===== src/rtl/count_monitor.sv =====
// count_monitor: wrap-extended counter monitor with compare pulse and handshaked timestamp capture
module count_monitor #(
  parameter int CNT_W = 8,
  parameter int EXT_W = 8
) (
  input  logic                   clk,
  input  logic                   reset_n,
  input  logic [CNT_W-1:0]       cnt_in,
  input  logic [CNT_W-1:0]       cmp_val,
  input  logic                   clr,
  input  logic                   cap_req,
  input  logic                   cap_ready,
  output logic                   wrap_pulse,
  output logic                   match_pulse,
  output logic [EXT_W-1:0]       ext_cnt,
  output logic                   ovf,
  output logic [EXT_W+CNT_W-1:0] cap_data,
  output logic                   cap_valid,
  output logic                   cap_drop
);
  typedef enum logic {IDLE, HOLD} state_t;
  state_t                   state_q, state_d;
  logic [CNT_W-1:0]         cnt_q;
  logic                     primed_q;
  logic                     wrap_q, wrap_d;
  logic                     match_q, match_d;
  logic [EXT_W-1:0]         ext_q, ext_d, ext_w;
  logic                     ovf_q, ovf_d;
  logic [EXT_W+CNT_W-1:0]   cap_data_q, cap_data_d;
  logic                     cap_drop_q, cap_drop_d;
  logic                     ext_sat, load, drop;
  // next-state: wrap/match detection, saturating extension, capture handshake
  always_comb begin
    wrap_d     = primed_q && cnt_q == '1 && cnt_in == '0;
    match_d    = primed_q && cnt_in == cmp_val && cnt_q != cnt_in;
    ext_sat    = ext_q == '1;
    ext_w      = (wrap_d && !ext_sat) ? ext_q + 1'b1 : ext_q;
    ext_d      = clr ? '0 : ext_w;
    ovf_d      = clr ? 1'b0 : ovf_q | (wrap_d & ext_sat);
    load       = cap_req && (state_q == IDLE || cap_ready);
    drop       = cap_req && state_q == HOLD && !cap_ready;
    cap_drop_d = clr ? 1'b0 : cap_drop_q | drop;
    cap_data_d = load ? {ext_w, cnt_in} : cap_data_q;
    state_d    = load ? HOLD : (state_q == HOLD && cap_ready) ? IDLE : state_q;
  end
  // all state registered; async reset discards any pending capture
  always_ff @(posedge clk or negedge reset_n) begin
    if (!reset_n) begin
      state_q    <= IDLE;
      cnt_q      <= '0;
      primed_q   <= 1'b0;
      wrap_q     <= 1'b0;
      match_q    <= 1'b0;
      ext_q      <= '0;
      ovf_q      <= 1'b0;
      cap_data_q <= '0;
      cap_drop_q <= 1'b0;
    end else begin
      state_q    <= state_d;
      cnt_q      <= cnt_in;
      primed_q   <= 1'b1;
      wrap_q     <= wrap_d;
      match_q    <= match_d;
      ext_q      <= ext_d;
      ovf_q      <= ovf_d;
      cap_data_q <= cap_data_d;
      cap_drop_q <= cap_drop_d;
    end
  end
  assign wrap_pulse  = wrap_q;
  assign match_pulse = match_q;
  assign ext_cnt     = ext_q;
  assign ovf         = ovf_q;
  assign cap_data    = cap_data_q;
  assign cap_valid   = state_q == HOLD;
  assign cap_drop    = cap_drop_q;
endmodule


===== config.mk =====
export PLATFORM = sky130hd
export DESIGN_NAME = count_monitor
export DESIGN_NICKNAME = d
export VERILOG_FILES = /design/src/rtl/count_monitor.sv
export SDC_FILE = /design/constraint.sdc
export NUM_CORES = 1
export LEC_CHECK = 0
export ABC_CLOCK_PERIOD_IN_PS = 1700
export CAP_MARGIN = 20
export CELL_PAD_IN_SITES_DETAIL_PLACEMENT = 1
export CELL_PAD_IN_SITES_GLOBAL_PLACEMENT = 2
export CORE_MARGIN = 2
export CORE_UTILIZATION = 30
export CTS_BUF_LIST = sky130_fd_sc_hd__clkbuf_8 sky130_fd_sc_hd__clkbuf_16
export DETAILED_ROUTE_END_ITERATION = 8
export PLACE_DENSITY = 0.85
export SLEW_MARGIN = 5
export SYNTH_ARGS = -nofsm -noshare
export SYNTH_HDL_FRONTEND = slang
export SYNTH_SLANG_ARGS = --single-unit

===== constraint.sdc =====
create_clock -name clk -period 1.7 [get_ports clk]
set_input_delay 0.255 -clock clk [delete_from_list [all_inputs] [get_ports clk]]
set_output_delay 0.255 -clock clk [all_outputs]
set_load 0.005 [all_outputs]

# Word-level counts from Yosys, hierarchy flattened
# Index checks and enable logic that the tools add are counted.
# totals
regBits	38
elab_cells	38
# classes
n_bitwise	4
reduce_logical	14
n_eq_ne	4
mux	6
addsub	1
# ops
cell	count
8-bit equality test (second input constant)	2
8-bit 2-to-1 mux	2
1-bit logical AND	9
8-bit by 1-bit adder with 8-bit output (second input constant)	1
8-bit equality test	1
8-bit logical NOT	1
8-bit inequality test	1
1-bit 2-to-1 mux	4
1-bit logical NOT	2
1-bit OR	2
2-bit nonzero test	1
1-bit bitwise AND	1
1-bit logical OR	1
1-bit NOT	1

# Longest topological paths before layout
# Gate-level depths: netlist of the first run.
# depth
ltp_word	6
mapped_depth	6

# Least setup slack after synthesis of the first run
# Ideal clock, no wire load.
# synth_path
path_type	register to register
start	reg ext_q[0] (netlist: ext_cnt[0])
end	reg cap_data_q[11] (netlist: cap_data[11])
t_arrival_ps	1361
setup_time_ps	134
period_less_slack_ps	1495
path_slack_ps	205
path_stages_with_launch	7
path_cell_list	dfrtp_1 ha_1 nand3_1 o2111ai_1 nor3_1 xnor2_1 o21ai_0
# synth_between
elab_chain_len	4
# synth_lines
element	line	source
start, declared	27	logic [EXT_W-1:0] ext_q, ext_d, ext_w;
start signal, assigned	64	ext_q <= ext_d;
branches (longest 3 deep; another with 8-bit by 1-bit adder with 8-bit output)	--	
8-bit 2-to-1 mux (*)	37	ext_w = (wrap_d && !ext_sat) ? ext_q + 1'b1 : ext_q;
end signal, assigned	66	cap_data_q <= cap_data_d;
end, declared	29	logic [EXT_W+CNT_W-1:0] cap_data_q, cap_data_d;
# Every way passes the cells marked *.
# A chain may end at the register's enable or synchronous reset.

# Final worst setup path of the first run
# layout_path
start	in cnt_in[4]
end	reg ext_q[6] (netlist: ext_cnt[6])
# layout_between
elab_chain_len	5
# layout_lines
element	line	source
start, declared	8	input logic [CNT_W-1:0] cnt_in,
8-bit logical NOT	34	wrap_d = primed_q && cnt_q == '1 && cnt_in == '0;
1-bit logical AND	34	
1-bit logical AND	37	
8-bit 2-to-1 mux	37	
8-bit 2-to-1 mux	38	ext_d = clr ? '0 : ext_w;
named net ext_d[6]	27	
# The timed path passes the listed nets, and every way through them passes these cells.

==> results.json, run 1 <==
{
  "drt-met1-wl_mm": 1.82,
  "io_pins": 50,
  "min-delay-start": "cnt_in[7]",
  "hp-class": "primary input to register",
  "ys_types": 32,
  "die_h_um": 78.9,
  "grt_pass1_vias": 1360,
  "clock_sinks": 38,
  "ir_drop_mv": 0.308,
  "routed-wl-met3_um": 206,
  "avgSynthCellArea_um2": 12.2,
  "die_area_um2": 6230,
  "seq_area_frac_synth": 0.565,
  "leakage_nw": 1.09,
  "clk-insertion-delay-late_ns": 0.28,
  "p_clk_frac": 0.303,
  "ys_async_sr_fraction": 1.00,
  "swShare": 0.233,
  "crit_path_max_fanout": 4,
  "vias_per_cell": 4.58,
  "coreArea_um2": 5470,
  "post-route-period-util": 0.975,
  "critical_path_class": "primary input to register",
  "timing.rr.start": "cnt_q[0]",
  "clock-root-buffer": "clkbuf_8",
  "drt_first_pass_iters": 4,
  "drive_gt1_frac": 0.256,
  "layout.nets": 237,
  "syn2layout_area_growth_pct": 55.4,
  "drc_errors": 0,
  "whs_ns": 0.253,
  "synthFlopType": "dfrtp_1",
  "port_buffers": 49,
  "power_mw": 1.82,
  "placed_cell_area_um2": 2420,
  "end_kind": "register",
  "met2_length_mm": 2.07,
  "hold_violations": 0,
  "synth_edf_count": 0,
  "netlist_top_cells_area": "dfrtp_1 (56%), xnor2_1 (7.3%), mux2_2 (5.3%)",
  "hpwl_mm": 3.15,
  "postRouteWirelength_mm": 4.10,
  "rrSetupSlack_ns": 0.06,
  "worst_r2r_endpoint": "ext_cnt[6]",
  "drt_iter0_markers": 46,
  "clk_pin_slew_ns": 0.07,
  "top_layer": "met4",
  "htree_levels": 2,
  "grt_pass1_wl_mm": 6.60,
  "grt_max_degree": 24,
  "wl_per_cell_um": 14.3,
  "numCtsBuffers": 5,
  "setup_violations": 0,
  "status": "complete, no violations",
  "grt_overflow": 0,
  "power_frac_seq": 0.536,
  "maxCapViolCount": 0,
  "pwr-share-comb": 0.161,
  "final_cell_area_um2": 2620,
  "setup_tns_ns": 0,
  "synthDominantCellAreaShare": 0.565,
  "num_rows": 27,
  "via_count": 1314,
  "required_ns": 1.85,
  "antenna_left": 0,
  "dieWidth_um": 78.9,
  "rr_worst_depth": 6,
  "start_kind": "primary input",
  "rsz0062_at_grt": "true",
  "cts_tree": "done",
  "p_sw_mw": 0.425,
  "nFillCells": 596,
  "arrival_ns": 1.81,
  "power_density_nw_per_um2": 695,
  "syn-instance-count": 138,
  "whs_path_depth": 2,
  "p_int_mw": 1.39,
  "yosysTopAreaCell": "dfrtp_1",
  "fin_skew_ns": 0.00273,
  "place_congestion": 0.761,
  "synth_seq_cells": 38,
  "initial_core_util": 0.308,
  "num_antenna_cells": 0,
  "min_to": "cnt_q[7]",
  "slew_viol_final": 0,
  "grt_usage": 0.138,
  "antenna_found_initial": 0,
  "synthesis.nets": 160,
  "synth.cell_area_um2": 1680,
  "synth_warnings": 0,
  "fin_crit_ns": 1.66,
  "cts_max_path_buffers": 2,
  "fmax_mhz": 603
}
## power by group through the flow
stage / Clock (mW) / Sequential, mW / Combinational, mW
global placement: 0 / 0.991 / 0.293
CTS: 0.586 / 0.976 / 0.297
detailed placement: 0 / 0.993 / 0.298
global route: 0.625 / 0.981 / 0.319
finish: 0.551 / 0.976 / 0.293
floorplan: 0 / 0.992 / 0.0889
## placed cells by master, fill, tap and decap left out, drive strengths merged, types with 2 or more instances in the layout
| master | n |
|---|---|
| inv | 3 |
| nand4 | 2 |
| a21oi | 2 |
| buf | 24 |
| clkbuf | 5 |
| dfrtp | 38 |
| nand3 | 6 |
| xor2 | 8 |
| a31oi | 2 |
| xnor2 | 14 |
| clkdlybuf4s50 | 40 |
| nand2b | 2 |
| nor3 | 2 |
| nor4 | 7 |
| o21ai | 7 |
| nand2 | 13 |
| nor4b | 2 |
| nor2 | 12 |
| mux2 | 8 |
| mux2i | 2 |
| dlygate4sd2 | 6 |
## per-layer routing
metal / global-route usage / vias to the layer above
met5: 0 / -
met4: 0.0310 / 0
met3: 0.0398 / 2
met2: 0.231 / 36
met1: 0.177 / 640
li1: - / 636
## cells by family after synthesis
| group | count (synthesis) | share of synthesized area |
|---|---|---|
| AO/OA/AOI/OAI | 13 | 0.0446 |
| XOR/XNOR | 22 | 0.114 |
| adder cells (fa/ha/maj) | 1 | 0.00743 |
| buffers and inverters | 4 | 0.00891 |
| flip-flops | 38 | 0.565 |
| multiplexers | 10 | 0.0654 |
| other | 1 | 0.00223 |
| AND/OR/NAND/NOR | 49 | 0.192 |
## metrics by stage
step,setup WS [ns],std cells,utilization
floorplan,0.205,138,-
global placement,-0.419,276,0.443
detailed placement,-0.455,276,0.443
CTS,0.00198,284,0.460
global route,-0.0381,287,0.478
finish,0.0420,287,0.478
## cell usage after synthesis, types with 2 or more instances
master    count
a31oi_1       2
dfrtp_1      38
mux2i_1       2
nand3_1       5
nor4_2        4
nand4_1       2
nor4_1        2
nand2b_1      2
xnor2_1      14
nor2_1       12
clkbuf_1      2
nand2_1      13
o21ai_1       5
mux2_2        8
o21ai_0       2
xor2_1        8
a21oi_1       2
## cell type report
cell class,instances,area [um^2],share of cell area
Clock buffer,5,68.8,0.0263
Clock inverter,2,7.51,0.00287
Inverter,1,3.75,0.00143
Multi-Input combinational cell,96,805,0.307
Sequential cell,38,951,0.363
Tap cell,72,90.1,0.0344
Timing Repair Buffer,73,692,0.264
## how the worst max path moves through the flow
stage                    start            to  depth (start not counted)
detailed placement   cnt_in[0]   cap_data[9]                          6
global route        ext_cnt[0]   cap_data[9]                          7
finish               cnt_in[4]    ext_cnt[6]                          7
CTS                  cnt_in[7]  cap_data[15]                          6
floorplan           ext_cnt[0]  cap_data[11]                          6
global placement     cnt_in[0]   cap_data[9]                          6
## worst max-delay path: stages
cell,delay [ns]
dlygate4sd2_1,0.27
nor4_4,0.37
nand3b_1,0.15
buf_6,0.16
nor4_4,0.27
mux2i_2,0.27
nor2_1,0.07
## what timing repair did
| action | in CTS | in global routing |
|---|---|---|
| endpoints found under the setup margin | 16 | 12 |
| hold buffers | 1 | 0 |
| pin swaps | 7 | 15 |
| hold endpoints to repair | 15 | 0 |
| setup buffers | 0 | 3 |
| gates resized for setup | 10 | 15 |
## sequential cells by signal, indices dropped and copies added (netlist names)
name and count:
cnt_q 8, ext_cnt 8, cap_valid 1, ovf 1
cap_drop 1, wrap_pulse 1, primed_q 1, cap_data 16
match_pulse 1
Note: power is estimated with default switching activity, not from simulation.
==> run 2: changes to the inputs <==
--- a/config.mk
+++ b/config.mk
@@ -13,7 +13,9 @@
 export CORE_UTILIZATION = 30
 export CTS_BUF_LIST = sky130_fd_sc_hd__clkbuf_8 sky130_fd_sc_hd__clkbuf_16
 export DETAILED_ROUTE_END_ITERATION = 8
+export HOLD_SLACK_MARGIN = 0.06
 export PLACE_DENSITY = 0.85
+export SETUP_SLACK_MARGIN = 0.3
 export SLEW_MARGIN = 5
 export SYNTH_ARGS = -nofsm -noshare
 export SYNTH_HDL_FRONTEND = slang
==> results.json, run 2 (same netlist as run 1, synthesis figures left out) <==
{
  "drt_iter0_markers": 21,
  "multi_input_area_um2": 935,
  "regArea_um2": 955,
  "required_ns": 1.87,
  "start_kind": "primary input",
  "end_kind": "register",
  "critical_path_class": "primary input to register",
  "largest_register_ffs": 16,
  "postRouteWirelength_mm": 5.39,
  "hp-class": "primary input to register",
  "leakage_nw": 1.39,
  "grt_usage": 0.176,
  "vias_per_cell": 4.71,
  "nFillCells": 579,
  "worst_slack_ns": 0.0836,
  "power_density_nw_per_um2": 653,
  "mostFrequentLayoutCells": "buf_4 (39), dfrtp_1 (35), dlygate4sd2_1 (32)",
  "drc_errors": 0,
  "via_count": 1451,
  "dieWidth_um": 78.9,
  "cts_tree": "done",
  "arrival_ns": 1.79,
  "rrSetupSlack_ns": 0.09,
  "htree_levels": 2,
  "antenna_left": 0,
  "die_h_um": 78.9,
  "setup_violations": 0,
  "post-route-period-util": 0.951,
  "num_rows": 27,
  "drive_gt1_frac": 0.394,
  "fin_skew_ns": 0.00554,
  "hpwl_mm": 3.42,
  "num_antenna_cells": 0,
  "clock_sinks": 38,
  "maxCapViolCount": 0,
  "die_area_um2": 6230,
  "drt_first_pass_iters": 4,
  "numCtsBuffers": 5,
  "place_congestion": 0.776,
  "port_buffers": 49,
  "ir_drop_mv": 0.456,
  "slew_viol_final": 0,
  "fmax_mhz": 619,
  "placed_cell_area_um2": 2410,
  "status": "complete, no violations",
  "initial_core_util": 0.308,
  "clock-root-buffer": "clkbuf_8",
  "syn2layout_area_growth_pct": 71.8,
  "crit_path_max_fanout": 4,
  "hold_violations": 0,
  "grt_pass1_wl_mm": 8.22,
  "grt_overflow": 0,
  "antenna_found_initial": 0,
  "clk-insertion-delay-late_ns": 0.29,
  "layout.nets": 259,
  "clk_pin_slew_ns": 0.07,
  "final_cell_area_um2": 2890,
  "grt_max_degree": 23,
  "pre_cts_ws_ns": -0.440,
  "fin_crit_ns": 1.62,
  "layout_commonest_cell": "buf_4",
  "io_pins": 50,
  "coreArea_um2": 5470,
  "cts_max_path_buffers": 2,
  "rsz0062_at_grt": "true",
  "wl_per_cell_um": 17.5,
  "grt_pass1_vias": 1609,
  "setup_tns_ns": 0,
  "whs_ns": 0.387
}
run 2: changes by cell type in the layout (fill, tap and decap cells not counted), moves of 4 or more:
cell	previous run	this run
clkdlybuf4s50_1	40	11
dlygate4sd2_1	6	32
buf_4	20	39
xnor2_1	13	8
xnor2_2	1	6
buf_6	1	5
run 2: timing repair:
action	CTS	global route
resized for setup	53	25
pin swaps	23	19
setup buffers	20	9
hold endpoints to repair	17	0
hold buffers	1	0
setup endpoints to repair	45	31
run 2: routing by layer:
layer / wire length, um / part of all wire / up-vias / track usage
met5: 0 / 0 / - / 0
met4: 118 / 0.022 / 0 / 0.0569
met3: 168 / 0.031 / 8 / 0.0375
met2: 3000 / 0.56 / 36 / 0.331
met1: 2110 / 0.39 / 730 / 0.197
li1: - / - / 677 / -
run 2: stage by stage:
stage                     power [mW]  std cells   util
after floorplan                 1.08        138      -
after global placement          1.27        272  0.440
after detailed placement        1.29        272  0.440
after CTS                       1.89        299  0.494
after global routing            1.97        308  0.529
final                           1.89        308  0.529
run 2: layout make-up:
class | instances | share of cell area
Clock buffer | 6 | 0.0285
Inverter | 1 | 0.00130
Multi-Input combinational cell | 96 | 0.323
Sequential cell | 38 | 0.330
Tap cell | 72 | 0.0311
Timing Repair Buffer | 95 | 0.286
run 2: critical path: stages:
cell and delay (ns):
dlygate4sd2_1 0.27, nor4_4 0.30, buf_4 0.18, nand4b_4 0.16, nor3_4 0.25, mux2i_2 0.27, a31oi_1 0.11
run 2: worst paths after layout:
check | start | end | cells after the start
setup / recovery | cnt_in[4] | cap_data[9] | 7
hold / removal | cnt_in[2] | cnt_q[2] | 2
setup reg to reg | primed_q | ext_cnt[6] | 6
hold reg to reg | cap_data[14] | cap_data[14] | 2
max in group asynchronous | reset_n | ext_cnt[4] | 3
min in group asynchronous | reset_n | cap_data[2] | 2
run 2: report_power, final:
part | internal (mW) | total [mW] | switching [mW]
combinational | 0.161 | 0.298 | 0.137
clock | 0.313 | 0.616 | 0.304
sequential | 0.949 | 0.976 | 0.0274
